[src/rtl/multibyte_add_controller.sv]
// rtl/multibyte_add_controller.sv - sequences a W-bit addition through an external 8-bit adder, one byte per cycle
module multibyte_add_controller #(
  parameter int NBYTES = 4
) (
  input  logic                  CLK,
  input  logic                  RST,
  input  logic                  START,
  input  logic [8*NBYTES-1:0]   A,
  input  logic [8*NBYTES-1:0]   B,
  input  logic                  CIN,
  output logic [7:0]            ADD_X,
  output logic [7:0]            ADD_Y,
  output logic                  ADD_CIN,
  input  logic [7:0]            ADD_S,
  input  logic                  ADD_COUT,
  output logic                  BUSY,
  output logic                  DONE,
  output logic [8*NBYTES-1:0]   SUM,
  output logic                  COUT,
  output logic                  OVF
);

  localparam int W = 8 * NBYTES;
  localparam logic [2:0] LAST_IDX = 3'(NBYTES - 1);

  typedef enum logic [1:0] {
    IDLE = 2'd0,
    RUN  = 2'd1,
    FIN  = 2'd2
  } state_t;

  state_t         state_q;
  state_t         state_d;
  logic [2:0]     idx_q;
  logic [W-1:0]   a_q;
  logic [W-1:0]   b_q;
  logic           cin_q;
  logic           carry_q;
  logic [W-1:0]   shadow_q;
  logic [W-1:0]   shadow_d;
  logic [5:0]     bit_ofs;
  logic           last_byte;

  assign bit_ofs   = {idx_q, 3'b000};
  assign last_byte = (idx_q == LAST_IDX);

  // State register
  always_ff @(posedge CLK or posedge RST) begin
    if (RST) begin
      state_q <= IDLE;
    end else begin
      state_q <= state_d;
    end
  end

  // Next-state logic: START is only honoured outside RUN
  always_comb begin
    state_d = state_q;
    case (state_q)
      IDLE:    state_d = START ? RUN : IDLE;
      RUN:     state_d = last_byte ? FIN : RUN;
      FIN:     state_d = START ? RUN : IDLE;
      default: state_d = IDLE;
    endcase
  end

  // Adder drive and status outputs; the adder sees zeros whenever no byte is in flight
  always_comb begin
    ADD_X   = 8'h00;
    ADD_Y   = 8'h00;
    ADD_CIN = 1'b0;
    BUSY    = 1'b0;
    DONE    = 1'b0;
    case (state_q)
      RUN: begin
        ADD_X   = a_q[bit_ofs +: 8];
        ADD_Y   = b_q[bit_ofs +: 8];
        ADD_CIN = (idx_q == 3'd0) ? cin_q : carry_q;
        BUSY    = 1'b1;
      end
      FIN: begin
        DONE = 1'b1;
      end
      default: begin
      end
    endcase
  end

  // Shadow result with the current adder byte merged in at the active position
  always_comb begin
    shadow_d = shadow_q;
    shadow_d[bit_ofs +: 8] = ADD_S;
  end

  // Operand capture, per-byte accumulation and final result commit
  always_ff @(posedge CLK or posedge RST) begin
    if (RST) begin
      idx_q    <= 3'd0;
      a_q      <= '0;
      b_q      <= '0;
      cin_q    <= 1'b0;
      carry_q  <= 1'b0;
      shadow_q <= '0;
      SUM      <= '0;
      COUT     <= 1'b0;
      OVF      <= 1'b0;
    end else if (state_q == RUN) begin
      shadow_q <= shadow_d;
      carry_q  <= ADD_COUT;
      if (last_byte) begin
        idx_q <= 3'd0;
        SUM   <= shadow_d;
        COUT  <= ADD_COUT;
        OVF   <= (a_q[W-1] == b_q[W-1]) && (ADD_S[7] != a_q[W-1]);
      end else begin
        idx_q <= idx_q + 3'd1;
      end
    end else if (START) begin
      a_q   <= A;
      b_q   <= B;
      cin_q <= CIN;
      idx_q <= 3'd0;
    end
  end

endmodule
[config.mk]
export PLATFORM = sky130hd
export DESIGN_NAME = multibyte_add_controller
export DESIGN_NICKNAME = d
export VERILOG_FILES = /design/src/rtl/multibyte_add_controller.sv
export SDC_FILE = /design/constraint.sdc
export NUM_CORES = 1
export LEC_CHECK = 0
export CORE_UTILIZATION = 55
export CTS_CLUSTER_SIZE = 16
export DETAILED_ROUTE_END_ITERATION = 8
export PLACE_DENSITY_LB_ADDON = 0.12
export SLEW_MARGIN = 0
export SYNTH_ARGS = -nofsm -noshare
export SYNTH_HDL_FRONTEND = slang
export SYNTH_SLANG_ARGS = --single-unit
export TNS_END_PERCENT = 100
[constraint.sdc]
create_clock -name CLK -period 11.25 [get_ports CLK]
set_input_delay 2.25 -clock CLK [delete_from_list [all_inputs] [get_ports CLK]]
set_output_delay 2.25 -clock CLK [all_outputs]
set_load 0.02 [all_outputs]
==> summary.txt <==
Global routing
  • Largest net degree at the start of global routing: 74
  • GR Util All Layers: 26.49%
  • Global-route wire length before repair: 22800 um
  • GRT overflow: 0
  • Number of global-route vias before repair: 4536
  • Initial antenna violation count: 0

CTS
  • TritonCTS Buffers: 17
  • CTS tree: built
  • CTS resizes: 0
  • Htree depth: 4
  • Clock-pin slew on the worst setup and hold paths: 0.06 ns
  • CTS max path bufs: 2
  • Clock Sinks: 137
  • Root Buffer Master: clkbuf_8
  • CTS Hold Bufs: 0
  • Worst skew pair latency: 0.52 ns
  • Setup bufs post-CTS: 0

Yosys
  • Post-Syn Nets: 544
  • Seq/Total Area, Yosys: 56.75%
  • Post-Syn Instances: 462
  • Unique masters post-synth: 39
  • Ys flop type: dfrtp_1
  • Synth Cell Area: 6041 um2
  • Synth Register Bits: 137
  • Ys Warns: 0
  • Synthesized area per cell: 13.08 um2
  • Post-synth EDFFs: 0
  • Post-synth ARST share: 100.0%

Place
  • Pre-CTS setup slack: 6.504 ns
  • Placed Instance Area: 7371 um2
  • Final RePlAce weighted congestion: 0.7589
  • Port bufs: 129
  • Hpwl dp: 9046 um

Floorplanning
  • Die width: 106.8 um
  • Die H: 106.8 um
  • Die area: 11410 um2
  • Core ar.: 10510 um2
  • FP Rows: 37
  • Top Ports: 130
  • Initial Util: 57.48%

Worst setup path
  • Worst r2r path cells: 6
  • Worst path required time: 9.00 ns
  • RR Startpoint: idx_q[1]
  • Critical path endpoint category: output port
  • CP startpoint kind: flip-flop
  • CP Max Fanout: 15
  • CP arrival: 3.01 ns
  • Setup CP Type: flip-flop to output port
  • FF-to-FF End: shadow_q[13]
  • Setup slack, reg-to-reg: 8.11 ns

Timing
  • Fmax: 0.1901 GHz
  • Final Setup Violations: 0
  • Final worst slack: 5.989 ns
  • Least-Margin Pin Slew: 0.9654 ns
  • Final TNS setup: 0 ns
  • Final period utilization: 46.76%
  • Slew margin rel.: 35.64%
  • Setup Skew: 0.005241 ns
  • Final hold viol count: 0
  • RSZ-0062 raised after global routing: false
  • Slew Limit Fails: 0
  • Min cycle time layout: 5.261 ns
  • Worst hold slack: 0.4902 ns

Routing
  • Number of routed nets with antenna violations: 0
  • Highest metal used: met4
  • Met2 WL: 7132 um
  • Met1 wire length: 5500 um
  • DRC viols: 0
  • Drt pass-1 iters: 5
  • DR WL/cell: 19.12 um
  • Vias per cell: 5.913
  • Metal3 WL: 897 um
  • Routed Wire Length: 13820 um
  • Routed via count: 4275
  • 1st-iter DRT viols: 200

Job
  • Max-cap violations: 0

Cells and area
  • # diodes: 0
  • Design area: 7975 um2
  • Share of layout cells above drive strength 1: 21.98%
  • Synth-to-Final Area Change: 32.02%
  • Fin nets: 656

Power and ir drop
  • Leak: 3.365 nW
  • VDD IR max: 142.0 uV
  • Pwr/cell area: 315.7 nW/um2

Hold path
  • Worst Hold Endpoint: carry_q
  • Critical hold path startpoint: carry_q
  • WHS Path Cells: 2
  • HP Class: flip-flop to flip-flop

Outcome
  • Run status: complete, no violations
-- cells in the mapped netlist (all sizes together) (9+ instances only) --
cell,instances,area share [%]
a21oi,26,2.2
a22o,24,3.5
a22oi,16,2.0
and3,18,1.9
buf,28,2.2
clkbuf,12,0.77
dfrtp,137,57
mux2,74,14
mux4,16,6.2
nand2,9,0.56
nand3,12,1.2
nor2,36,2.3
o21ai,9,0.75
-- stage by stage --
stage / std cells / util [%] / total power, mW
2_1_floorplan: 462 / - / 1.559
3_3_place_gp: 691 / 70.14 / 1.913
3_5_place_dp: 691 / 70.14 / 1.956
4_1_cts: 723 / 75.89 / 2.534
5_1_grt: 723 / 75.89 / 2.661
6_report: 723 / 75.89 / 2.518
-- worst max-delay path, stage by stage (launching register included) --
cell	delay, ns
dfrtp_1	0.72
buf_4	0.37
mux4_1	0.63
and3_1	0.22
clkdlybuf4s50_1	0.55
-- worst max-delay path by stage --
stage	cells after the start	slack, ns	endpoint	start
6_report	4	5.99	ADD_X[7]	idx_q[0]
2_1_floorplan	1	5.33	COUT	RST
3_3_place_gp	6	6.56	ADD_CIN	idx_q[1]
3_5_place_dp	4	6.50	ADD_X[7]	idx_q[0]
5_1_grt	4	5.83	ADD_X[7]	idx_q[0]
4_1_cts	4	5.92	ADD_X[7]	idx_q[0]
-- logic make-up (layout without fill, tap and decap cells) --
kind of cell,after synthesis,after routing,synth area share (%)
AOI/OAI and AO/OA,94,94,10.73
and+or+nand+nor,88,88,7.871
muxes,91,91,20.17
adders and majority gates,5,5,1.036
buffers and inverters,47,172,3.438
DFF,137,137,56.75
-- cell usage in the layout, fill, tap and decap left out, types with 5 or more instances in the layout --
cell type	netlist	layout
a21oi_1	26	26
a22o_1	24	24
a22oi_1	16	16
a31oi_1	8	8
a32oi_1	8	8
and3_1	18	18
clkbuf_16	0	16
clkdlybuf4s50_1	0	129
dfrtp_1	137	137
ha_1	5	5
inv_1	6	5
mux2_2	74	74
mux4_2	12	12
nand2_1	9	8
nand3_1	11	11
nor2_1	35	35
o21ai_0	9	9
-- state kept, by name (all words and copies together), names as in the netlist --
name / cells
a_q: 32
shadow_q: 32
SUM: 32
COUT: 1
state_q: 2
b_q: 32
carry_q: 1
cin_q: 1
idx_q: 3
OVF: 1
-- layer usage --
metal / vias up / track usage [%]
met3: 29 / 7.356
li1: 1935 / -
met5: - / 0
met4: 0 / 12.13
met1: 2159 / 31.04
met2: 152 / 45.30
-- final cells by class --
cell class / instances / area [um2]
Inverter: 7 / 28.78
Clock buffer: 21 / 459.2
Fill cell: 692 / 2534
Timing Repair Buffer: 133 / 1321
Multi-Input combinational cell: 278 / 2422
Tap cell: 136 / 170.2
Sequential cell: 137 / 3428
Clock inverter: 11 / 145.1
-- power breakdown --
group	leakage, nW	switching, mW	internal [mW]
Clock	0.290	0.209	0.355
Sequential	1.65	0.151	0.731
Combinational	1.42	0.499	0.573
Note: power is estimated with default switching activity, not from simulation.
